$ cat config.mk
export PLATFORM = sky130hd
export DESIGN_NAME = hazard_control_unit
export DESIGN_NICKNAME = d
export VERILOG_FILES = /design/src/rtl/hazard_control_unit_pkg.sv /design/src/rtl/hazard_reg_match.sv /design/src/rtl/hazard_control_unit.sv
export SDC_FILE = /design/constraint.sdc
export NUM_CORES = 1
export LEC_CHECK = 0
export ABC_CLOCK_PERIOD_IN_PS = 4700
export BUFFER_PORTS_ARGS = -buffer_cell sky130_fd_sc_hd__buf_2
export CAP_MARGIN = 10
export CORE_MARGIN = 1
export CORE_UTILIZATION = 50
export DETAILED_ROUTE_END_ITERATION = 16
export PLACE_DENSITY_LB_ADDON = 0.25
export SETUP_SLACK_MARGIN = 0.2
export SYNTH_ARGS = -nofsm -noshare
export SYNTH_HDL_FRONTEND = slang
export SYNTH_SLANG_ARGS = --single-unit
$ cat constraint.sdc
create_clock -name clk -period 4.7 [get_ports clk]
set_input_delay 0.47 -clock clk [delete_from_list [all_inputs] [get_ports clk]]
set_output_delay 0.47 -clock clk [all_outputs]
set_load 0.02 [all_outputs]
$ cat src/rtl/hazard_control_unit_pkg.sv
// Shared definitions for the hazard control unit: FSM state encodings and
// a small helper for picking the longest pending stall requirement.
package hazard_control_unit_pkg;

  localparam logic [1:0] IDLE  = 2'd0;
  localparam logic [1:0] STALL = 2'd1;
  localparam logic [1:0] FLUSH = 2'd2;

  function automatic logic [3:0] maxCycles(input logic [3:0] a, input logic [3:0] b);
    return (a > b) ? a : b;
  endfunction

endpackage

$ cat src/rtl/hazard_reg_match.sv
// Compares one destination specifier against the ID-stage sources.
// $zero never matches, and Rt only counts when the ID instruction reads it.
module hazard_reg_match #(
  parameter int REG_ADDR_W = 5
) (
  input  logic [REG_ADDR_W-1:0] destReg,
  input  logic [REG_ADDR_W-1:0] srcRs,
  input  logic [REG_ADDR_W-1:0] srcRt,
  input  logic                  usesRt,
  output logic                  match
);

  always_comb begin
    match = (destReg != '0) && ((destReg == srcRs) || (usesRt && (destReg == srcRt)));
  end

endmodule

$ cat src/rtl/hazard_control_unit.sv
// ID-stage hazard controller: zero-latency load-use/branch stall detection,
// multi-cycle stall/flush sequencing and saturating performance counters.
module hazard_control_unit
  import hazard_control_unit_pkg::*;
#(
  parameter int REG_ADDR_W     = 5,
  parameter int LOAD_USE_STALL = 1,
  parameter int FLUSH_CYCLES   = 1,
  parameter int BRANCH_IN_ID   = 0,
  parameter int CNT_W          = 16
) (
  input  logic                  clk,
  input  logic                  reset,
  input  logic                  BranchControl,
  input  logic                  IF_ID_Branch,
  input  logic                  IF_ID_UsesRt,
  input  logic [REG_ADDR_W-1:0] IF_ID_RegisterRs,
  input  logic [REG_ADDR_W-1:0] IF_ID_RegisterRt,
  input  logic                  ID_EX_MemRead,
  input  logic                  ID_EX_RegWrite,
  input  logic [REG_ADDR_W-1:0] ID_EX_RegisterRt,
  input  logic [REG_ADDR_W-1:0] ID_EX_WriteReg,
  input  logic                  EX_MEM_MemRead,
  input  logic [REG_ADDR_W-1:0] EX_MEM_WriteReg,
  output logic                  Stall,
  output logic                  Flush,
  output logic                  PCWrite,
  output logic                  IF_ID_Write,
  output logic                  ID_EX_Bubble,
  output logic [CNT_W-1:0]      StallCount,
  output logic [CNT_W-1:0]      FlushCount
);

  localparam logic [3:0] LU_CYCLES  = 4'(LOAD_USE_STALL);
  localparam logic [3:0] BH2_CYCLES = 4'(LOAD_USE_STALL + 1);
  localparam logic [2:0] FLUSH_RELOAD = (FLUSH_CYCLES > 1) ? 3'(FLUSH_CYCLES - 2) : 3'd0;
  localparam logic       BRANCH_CHECKS = (BRANCH_IN_ID != 0);

  logic [1:0]       stateReg, stateNext;
  logic [2:0]       cntReg, cntNext;
  logic [CNT_W-1:0] stallCountReg, flushCountReg;

  logic matchExLoad, matchExWrite, matchMemWrite;
  logic luHazard, bh1Hazard, bh2Hazard, bh3Hazard, branchInId;
  logic [3:0] needCycles;
  logic stallRaw, flushRaw;

  hazard_reg_match #(.REG_ADDR_W(REG_ADDR_W)) uMatchExLoad (
    .destReg(ID_EX_RegisterRt), .srcRs(IF_ID_RegisterRs), .srcRt(IF_ID_RegisterRt),
    .usesRt(IF_ID_UsesRt), .match(matchExLoad)
  );

  hazard_reg_match #(.REG_ADDR_W(REG_ADDR_W)) uMatchExWrite (
    .destReg(ID_EX_WriteReg), .srcRs(IF_ID_RegisterRs), .srcRt(IF_ID_RegisterRt),
    .usesRt(IF_ID_UsesRt), .match(matchExWrite)
  );

  hazard_reg_match #(.REG_ADDR_W(REG_ADDR_W)) uMatchMemWrite (
    .destReg(EX_MEM_WriteReg), .srcRs(IF_ID_RegisterRs), .srcRt(IF_ID_RegisterRt),
    .usesRt(IF_ID_UsesRt), .match(matchMemWrite)
  );

  always_comb begin
    branchInId = BRANCH_CHECKS && IF_ID_Branch;
    luHazard   = ID_EX_MemRead && matchExLoad;
    bh1Hazard  = branchInId && ID_EX_RegWrite && !ID_EX_MemRead && matchExWrite;
    bh2Hazard  = branchInId && ID_EX_MemRead && matchExLoad;
    bh3Hazard  = branchInId && EX_MEM_MemRead && matchMemWrite;
    // Several hazards may coincide; the longest requirement wins.
    needCycles = maxCycles(luHazard ? LU_CYCLES : 4'd0, bh2Hazard ? BH2_CYCLES : 4'd0);
    needCycles = maxCycles(needCycles, (bh1Hazard || bh3Hazard) ? 4'd1 : 4'd0);
  end

  always_comb begin
    stateNext = stateReg;
    cntNext   = cntReg;
    stallRaw  = 1'b0;
    flushRaw  = 1'b0;
    // A taken branch overrides whatever the FSM was doing, including a stall.
    if (BranchControl) begin
      flushRaw = 1'b1;
      if (FLUSH_CYCLES > 1) begin
        stateNext = FLUSH;
        cntNext   = FLUSH_RELOAD;
      end else begin
        stateNext = IDLE;
        cntNext   = 3'd0;
      end
    end else begin
      case (stateReg)
        IDLE: begin
          if (needCycles != 4'd0) begin
            stallRaw = 1'b1;
            if (needCycles > 4'd1) begin
              stateNext = STALL;
              cntNext   = 3'(needCycles - 4'd2);
            end
          end
        end
        STALL: begin
          stallRaw = 1'b1;
          if (cntReg == 3'd0) stateNext = IDLE;
          else                cntNext   = cntReg - 3'd1;
        end
        FLUSH: begin
          flushRaw = 1'b1;
          if (cntReg == 3'd0) stateNext = IDLE;
          else                cntNext   = cntReg - 3'd1;
        end
        default: begin
          stateNext = IDLE;
          cntNext   = 3'd0;
        end
      endcase
    end
  end

  // Outputs drop to their idle values the instant reset asserts.
  always_comb begin
    Stall        = stallRaw & reset;
    Flush        = flushRaw & reset;
    PCWrite      = ~Stall;
    IF_ID_Write  = ~Stall;
    ID_EX_Bubble = Stall | Flush;
    StallCount   = stallCountReg;
    FlushCount   = flushCountReg;
  end

  always_ff @(posedge clk or negedge reset) begin
    if (!reset) begin
      stateReg      <= IDLE;
      cntReg        <= 3'd0;
      stallCountReg <= '0;
      flushCountReg <= '0;
    end else begin
      stateReg <= stateNext;
      cntReg   <= cntNext;
      if (Stall && !(&stallCountReg))         stallCountReg <= stallCountReg + 1'b1;
      if (BranchControl && !(&flushCountReg)) flushCountReg <= flushCountReg + 1'b1;
    end
  end

endmodule

======== Word-level counts from Yosys, hierarchy flattened ========
Cells that the tools add are included.
word-level totals
  word-level logic and storage cells ...... 58
  register bits ........................... 37
  output and inout bits ................... 37
  bits of input ports ..................... 33
cells by class
  add/sub/neg operators ................... 4
  magnitude comparators ................... 3
  bitwise logic cells ..................... 4
  reductions and logical operators ........ 17
  eq/ne operators ......................... 8
  multiplexer cells ....................... 18
operator list
  kind                   count
  $add 16x1->16 const B  2
  $reduce_and 16->1      2
  $mux 3                 4
  $eq 5x5->1             2
  $ne 3x3->1 const B     3
  $mux 2                 4
  $mux 1                 7
  $pmux 3 s2             1
  $reduce_and 3->1       2
  $logic_and 1x1->1      5
  $reduce_bool 5->1      1
  $pmux 2 s2             1
  $reduce_bool 4->1      1
  $gt 1x1->1 const B     3
  $logic_not 3->1        1
  $ne 3x1->1 const B     1
  $sub 1x2->3 const B    1
  $sub 3x1->3 const B    1
  $and 1x1->1            2
  $eq 2x1->1 const B     1
  $eq 2x2->1 const B     1
  $logic_not 1->1        2
  $logic_not 2->1        1
  $pmux 1 s2             1
  4 further kinds        4

======== Longest topological paths before layout ========
Gate-level depths: netlist of the first run.
  depth after elaboration ................. 16
  mapped depth ............................ 7
  depth with buffers taken out ............ 7

======== Modules after synthesis ========
From an unflattened synthesis of the first run, not the netlist that was laid out.
unflattened totals
  cells, all modules ...................... 188
  area total of the unflattened synthesis .. 1990.7 µm²
by module, submodules not included
  module               area an instance (µm²)  times used  seq. area each (µm²)  cells each
  hazard_control_unit  1859.3                  1           900.9                 171
  hazard_reg_match     131.4                   1           0.0                   17

======== Worst setup path before layout of the first run ========
Ideal clock, no wire load.
  kind .................................... input to output
  from .................................... in ID_EX_RegisterRt[0]
  to ...................................... out PCWrite
  slack ................................... 2424 ps
  stages on the path ...................... 5
  data required time ...................... 4230 ps
  path buffers ............................ 1
  data arrival time ....................... 1806 ps
  cells stage by stage .................... or4_1 o21a_1 a21oi_1 nand2b_1 buf_4
on the way
  word-level cells in the longest chain between the ends .. 16
  elaborated cells on any way between the ends .. 18
ends and longest elaborated chain
  item                 line                           RTL
  start, declared      hazard_control_unit.sv:21      input logic [REG_ADDR_W-1:0] ID_EX_RegisterRt,
  $eq 5x5->1           hazard_reg_match.sv:14         match = (destReg != '0) && ((destReg == srcRs) || (usesRt && (destReg == srcRt)));
  $logic_and 1x1->1    hazard_reg_match.sv:14
  $logic_or 1x1->1     hazard_reg_match.sv:14
  $logic_and 1x1->1 *  hazard_reg_match.sv:14
  $logic_and 1x1->1 *  hazard_control_unit.sv:65      luHazard = ID_EX_MemRead && matchExLoad;
  $mux 1 *             hazard_control_unit.sv:70      needCycles = maxCycles(luHazard ? LU_CYCLES : 4'd0, bh2Hazard ? BH2_CYCLES : 4'd0);
  $gt 1x1->1           hazard_control_unit_pkg.sv:10  return (a > b) ? a : b;
  $mux 1 *             hazard_control_unit_pkg.sv:10
  $gt 1x1->1           hazard_control_unit_pkg.sv:10
  $mux 1 *             hazard_control_unit_pkg.sv:10
  $reduce_bool 4->1 *  hazard_control_unit.sv:92      if (needCycles != 4'd0) begin
  $mux 1 *             hazard_control_unit.sv:92
  $pmux 1 s2 *         hazard_control_unit.sv:90      case (stateReg)
  $mux 1 *             hazard_control_unit.sv:80      if (BranchControl) begin
  $and 1x1->1 *        hazard_control_unit.sv:120     Stall = stallRaw & reset;
  $not 1->1 *          -
  end, declared        hazard_control_unit.sv:27      output logic PCWrite,
Every way passes the cells marked *; elsewhere a longest branch is shown, timed or not.

======== Worst setup path after layout of the first run ========
  from .................................... in ID_EX_RegisterRt[0]
  to ...................................... out Stall
on the way
  word-level cells in the longest chain between the ends .. 15
  elaborated cells on any way between the ends .. 17
ends and longest elaborated chain
  item                 line                           RTL
  $eq 5x5->1           hazard_reg_match.sv:14
  $logic_and 1x1->1    hazard_reg_match.sv:14
  $logic_or 1x1->1     hazard_reg_match.sv:14
  $logic_and 1x1->1 *  hazard_reg_match.sv:14
  $logic_and 1x1->1 *  hazard_control_unit.sv:65
  $mux 1 *             hazard_control_unit.sv:70
  $gt 1x1->1           hazard_control_unit_pkg.sv:10
  $mux 1 *             hazard_control_unit_pkg.sv:10
  $gt 1x1->1           hazard_control_unit_pkg.sv:10
  $mux 1 *             hazard_control_unit_pkg.sv:10
  $reduce_bool 4->1 *  hazard_control_unit.sv:92
  $mux 1 *             hazard_control_unit.sv:92
  $pmux 1 s2 *         hazard_control_unit.sv:90
  $mux 1 *             hazard_control_unit.sv:80
  $and 1x1->1 *        hazard_control_unit.sv:120
  end, declared        hazard_control_unit.sv:25      output logic Stall,
Marks and branches as above.

==> impl_metrics.env, run 1 <==
export IMPL_grt_pass1_wl_mm=6.25
export IMPL_clk_path_buf_depth=2
export IMPL_totalWireLength_mm=3.58
export IMPL_gp_congestion=0.731
export IMPL_cap_violations=0
export IMPL_postSynthCellCount=176
export IMPL_netlist_area_leader_share_pct=48.5
export IMPL_worst_setup_path_end_kind="output pin"
export IMPL_finalSetupTns_ps=0
export IMPL_synth_seq_cells=36
export IMPL_antenna_found_initial=0
export IMPL_path_class="in2out"
export IMPL_initial_core_util_pct=54.0
export IMPL_tightest_slew_ps=809
export IMPL_htree_num_levels=2
export IMPL_period_minus_slack_ps=2370
export IMPL_hpwlAfterDp_mm=2.64
export IMPL_holdBufCountCts=0
export IMPL_p_total_w=0.000779
export IMPL_rsz0062_at_grt="no"
export IMPL_setup_viol=0
export IMPL_finalHoldViolations=0
export IMPL_numClockSinks=36
export IMPL_max_slew_margin_rel_pct=46.1
export IMPL_port_buffers=56
export IMPL_grt_max_degree=40
export IMPL_synthFlopType="dfrtp_1"
export IMPL_max_stage_delay_ps=510
export IMPL_numCtsBuffers=5
export IMPL_power_per_cell_area_mw_per_mm2=344
export IMPL_yosysUniqueCellTypes=31
export IMPL_drive_gt1_share_pct=28.2
export IMPL_antenna_cells=0
export IMPL_start_kind="input port"
export IMPL_pin_count=70
export IMPL_crit_top_cell="buf_2"
export IMPL_synth_top_area_cell="dfrtp_1"
export IMPL_crit_fanout=3
export IMPL_coreArea_mm2=0.00344
export IMPL_arrival_ps=1900
export IMPL_post_cts_buffers=0
export IMPL_rows=21
export IMPL_yosysMostFrequentCell="dfrtp_1"
export IMPL_ys_async_sr_fraction_pct=100
export IMPL_worst_ir_drop_vdd_mv=0.224
export IMPL_slew_viol_final=0
export IMPL_dr_total_vias=1477
export IMPL_die_area_mm2=0.00397
export IMPL_use_met2_pct=34.0
export IMPL_synth_edf_count=0
export IMPL_postRouteAntennaNets=0
export IMPL_fp_dieW_um=63.0
export IMPL_layout_nets=274
export IMPL_grt_pass1_vias=1435
export IMPL_ys_warnings_count=0
export IMPL_met1_usage_pct=24.2
export IMPL_path_cells="buf_2 -> or4_1 -> o21a_1 -> a21oi_1 -> nand2b_1 -> inv_1 -> buf_2"
export IMPL_cts_tree="yes"
export IMPL_worstRegToRegCells=5
export IMPL_cts_resized=0
export IMPL_grt_ovfl_total=0
export IMPL_fin_util_pct=65.8
export IMPL_clock_skew_ps=6.05
export IMPL_worst_path_max_delay_cell="or4_1"
export IMPL_cts_root_buf="clkbuf_8"
export IMPL_leakage_nw=1.19
export IMPL_netlist_area_mm2=0.00186
export IMPL_clk_pin_slew_worst_paths_ps=70
export IMPL_viasPerCell=5.20
export IMPL_busiest_layer="met2"
export IMPL_grtUsageTotal_pct=20.1
export IMPL_die_y_um=63.0
export IMPL_syn_area_per_cell_um2=10.6
export IMPL_clock_fmax_ghz=0.422
export IMPL_area_growth_synth_to_final_pct=21.8
export IMPL_status="finished clean"
export IMPL_first_iter_violations=41
export IMPL_firstDrtPassIters=4
export IMPL_finalCritPeriodShare_pct=50.5
export IMPL_gr_usage_met3_pct=4.93
export IMPL_avgRoutedWirePerCell_um=12.6
export IMPL_clkLatencyLatePin_ps=280
export IMPL_ys_seq_area_share_pct=48.5
export IMPL_drc=0
export IMPL_synth_area_leaders="dfrtp_1 48%, xnor2_1 12%, xor2_1 7.1%"
export IMPL_critPathRequiredTime_ps=4230
export IMPL_synthTopCellsByCount="36 x dfrtp_1, 25 x xnor2_1, 15 x xor2_1"
export IMPL_syn_nets=213
export IMPL_hold_class="in2async"
per-stage QoR:
step / hold WS [ps] / area, µm² / std cells / worst slack [ps]
floorplan: 174 / 1860 / 176 / 2420
global placement: 467 / 2170 / 276 / 2330
detailed placement: 475 / 2170 / 276 / 2320
CTS: 303 / 2260 / 284 / 2320
global route: 328 / 2260 / 284 / 2230
finish: 274 / 2260 / 284 / 2330
layout make-up:
class / instances / area [µm²]
sequential: 36 / 901
multi-input combinational: 128 / 898
fill: 318 / 1180
inverter: 10 / 37.5
timing repair buffer: 56 / 280
tap: 46 / 57.6
clock buffer: 8 / 90.1
worst max-delay path: cells and delay by family:
kind                   cells  cell delay (ps)
buffers and inverters      3              320
AND/OR/NAND/NOR            2              700
AO/OA/AOI/OAI              2              410
worst paths after layout:
| check | slack, ps | endpoint | from |
|---|---|---|---|
| max | 2330 | Stall | ID_EX_RegisterRt[0] |
| min | 270 | StallCount[8] | reset |
| max reg2reg | 2690 | StallCount[1] | StallCount[0] |
| min reg2reg | 480 | StallCount[5] | StallCount[5] |
| max in group asynchronous | 3900 | StallCount[1] | reset |
| min in group clk | 450 | cntReg[0] | BranchControl |
per-layer routing:
layer  vias up  wire length, µm
met3         5              202
li1        727                -
met5         -                0
met2        41             1750
met1       704             1580
met4         0               50
flip-flops by register name, indices dropped and copies added, names as in the netlist:
| register | flops |
|---|---|
| cntReg | 3 |
| FlushCount | 16 |
| stateReg | 1 |
| StallCount | 16 |
cell families (layout without fill, tap and decap cells):
group	after synthesis	after routing	synth area share, %
AO/OA/AOI/OAI	12	12	4.98
XOR/XNOR	40	40	18.8
buffers and inverters	12	74	3.23
AND/OR/NAND/NOR	69	69	19.9
adder cells (fa/ha/maj)	4	4	2.69
multiplexers	3	3	1.95
flip-flops	36	36	48.5
power breakdown:
group	total, W	switching [W]	internal [W]	leakage [nW]
registers	0.000387	0.0000437	0.000343	0.474
clock network	0.000218	0.0000983	0.000119	0.0455
logic	0.000175	0.000100	0.0000742	0.666
cell usage in the layout, fill, tap and decap left out, types with 2 or more instances in the layout:
master,n
buf_2,56
dfrtp_1,36
xnor2_1,25
xor2_1,15
nand2_1,13
nand3_1,12
nor2_1,11
inv_1,10
nor3_1,7
nand4_1,6
and4_1,6
clkbuf_8,6
and3_1,4
ha_1,4
a21oi_1,3
and2_1,3
a31oi_1,3
nor4_1,3
clkbuf_1,2
Power figures use the tool's default switching activity.
==> inputs of run 2 (changes only) <==
--- a/config.mk
+++ b/config.mk
@@ -5,11 +5,11 @@
 export SDC_FILE = /design/constraint.sdc
 export NUM_CORES = 1
 export LEC_CHECK = 0
-export ABC_CLOCK_PERIOD_IN_PS = 4700
+export ABC_CLOCK_PERIOD_IN_PS = 2450
 export BUFFER_PORTS_ARGS = -buffer_cell sky130_fd_sc_hd__buf_2
 export CAP_MARGIN = 10
 export CORE_MARGIN = 1
-export CORE_UTILIZATION = 50
+export CORE_UTILIZATION = 49
 export DETAILED_ROUTE_END_ITERATION = 16
 export PLACE_DENSITY_LB_ADDON = 0.25
 export SETUP_SLACK_MARGIN = 0.2
==> constraint.sdc (replaced) <==
create_clock -name clk -period 2.45 [get_ports clk]
set_input_delay 0.245 -clock clk [delete_from_list [all_inputs] [get_ports clk]]
set_output_delay 0.245 -clock clk [all_outputs]
set_load 0.02 [all_outputs]
==> impl_metrics.env, run 2 (same netlist as run 1, synthesis figures left out) <==
export IMPL_clock_skew_ps=4.09
export IMPL_clk_pin_slew_worst_paths_ps=70
export IMPL_drive_gt1_share_pct=29.0
export IMPL_avgRoutedWirePerCell_um=12.1
export IMPL_port_buffers=56
export IMPL_hold_class="in2reg"
export IMPL_grt_pass1_vias=1274
export IMPL_period_minus_slack_ps=1910
export IMPL_clk_path_buf_depth=2
export IMPL_die_y_um=63.6
export IMPL_cts_root_buf="clkbuf_8"
export IMPL_die_area_mm2=0.00404
export IMPL_path_class="reg2reg"
export IMPL_grt_max_degree=27
export IMPL_fill_cells=322
export IMPL_drc=0
export IMPL_post_cts_buffers=0
export IMPL_gp_congestion=0.751
export IMPL_hpwlAfterDp_mm=2.58
export IMPL_finalCritPeriodShare_pct=77.9
export IMPL_holdPathStages=2
export IMPL_worstRegToRegCells=5
export IMPL_numClockSinks=36
export IMPL_totalWireLength_mm=3.51
export IMPL_leakage_nw=1.21
export IMPL_p_total_w=0.00158
export IMPL_arrival_ps=2080
export IMPL_clkLatencyLatePin_ps=280
export IMPL_cap_violations=0
export IMPL_htree_num_levels=2
export IMPL_max_slew_margin_rel_pct=67.6
export IMPL_viasPerCell=5.12
export IMPL_cts_tree="yes"
export IMPL_final_common_cell="buf_2"
export IMPL_worst_ir_drop_vdd_mv=0.454
export IMPL_cts_resized=0
export IMPL_worstReg2RegEnd="StallCount[1]"
export IMPL_postRouteAntennaNets=0
export IMPL_fin_ws_ps=541
export IMPL_pre_cts_slack_ps=480
export IMPL_area_growth_synth_to_final_pct=24.2
export IMPL_layout_nets=277
export IMPL_finalSetupTns_ps=0
export IMPL_setup_viol=0
export IMPL_finalHoldViolations=0
export IMPL_firstDrtPassIters=4
export IMPL_rsz0062_at_grt="no"
export IMPL_reg2reg_from="StallCount[0]"
export IMPL_antenna_cells=0
export IMPL_r2r_setup_slack_ps=540
export IMPL_crit_fanout=15
export IMPL_fp_dieW_um=63.6
export IMPL_min_to="cntReg[0]"
export IMPL_numCtsBuffers=5
export IMPL_grtUsageTotal_pct=18.8
export IMPL_initial_core_util_pct=50.8
export IMPL_antenna_found_initial=0
export IMPL_start_kind="flop"
export IMPL_slew_viol_final=0
export IMPL_coreArea_mm2=0.00366
export IMPL_clock_fmax_ghz=0.524
export IMPL_tightest_slew_ps=480
export IMPL_status="finished clean"
export IMPL_rows=22
export IMPL_grt_pass1_wl_mm=5.87
export IMPL_mostFrequentLayoutCells="56 x buf_2, 36 x dfrtp_1, 25 x xnor2_1"
export IMPL_pin_count=70
export IMPL_worstHoldStart="BranchControl"
export IMPL_power_per_cell_area_mw_per_mm2=684
export IMPL_dr_total_vias=1480
export IMPL_worst_setup_path_end_kind="flop"
export IMPL_grt_ovfl_total=0
export IMPL_first_iter_violations=29
export IMPL_critPathRequiredTime_ps=2620
-- run 2: changes by cell type in the layout (fill, tap and decap cells not counted) --
| cell | change |
|---|---|
| clkbuf_1 | -1 |
| clkinv_2 | +1 |
| clkbuf_8 | -1 |
| buf_4 | +2 |
| bufinv_16 | +1 |
| dlygate4sd3_1 | +1 |
-- run 2: per-layer routing --
layer	wire, µm	up-vias	global-route usage, %
met5	0	-	0
met4	44	0	5.97
met3	257	6	5.80
met2	1560	48	29.1
met1	1640	691	25.0
li1	-	735	-
-- run 2: how the worst max path moves through the flow --
| stage | to | from |
|---|---|---|
| final | StallCount[1] | StallCount[0] |
| after detailed placement | StallCount[1] | ID_EX_RegisterRt[0] |
| after global routing | StallCount[13] | reset |
| after floorplan | StallCount[1] | StallCount[0] |
| after CTS | Stall | ID_EX_RegisterRt[0] |
| after global placement | StallCount[1] | ID_EX_RegisterRt[0] |
-- run 2: where the power goes --
group,switching (W),internal (W)
logic,0.000190,0.000144
registers,0.0000819,0.000659
clock network,0.000204,0.000302
total,0.000475,0.00110
-- run 2: area by class of cell --
| cell class | instances | area [µm²] | area share [%] |
|---|---|---|---|
| Inverter | 10 | 37.5 | 1.63 |
| Timing Repair Buffer | 59 | 305 | 13.2 |
| Clock buffer | 6 | 72.6 | 3.14 |
| Sequential cell | 36 | 901 | 39.0 |
| Clock inverter | 2 | 35.0 | 1.52 |
| Tap cell | 48 | 60.1 | 2.60 |
| Multi-Input combinational cell | 128 | 898 | 38.9 |
-- run 2: worst max-delay path, stage by stage, from the launching register on --
cell and delay [ps]:
dfrtp_1 440, ha_1 230, nand3_1 140, o32a_2 440, o211ai_4 210, mux2_4 340
-- run 2: metrics by stage --
step                area, µm²  instances  hold slack, ps  utilization [%]
floorplan                1860        176           -50.6                -
finish                   2310        289             213             63.1
detailed placement       2190        280             144             59.9
CTS                      2310        289             208             63.1
global placement         2190        280             150             59.9
global route             2310        289             213             63.1
-- run 2: timing repair --
item | in CTS | in global routing
endpoints found under the hold margin | 10 | 0
setup endpoints to repair | 0 | 0
hold buffers | 1 | 0
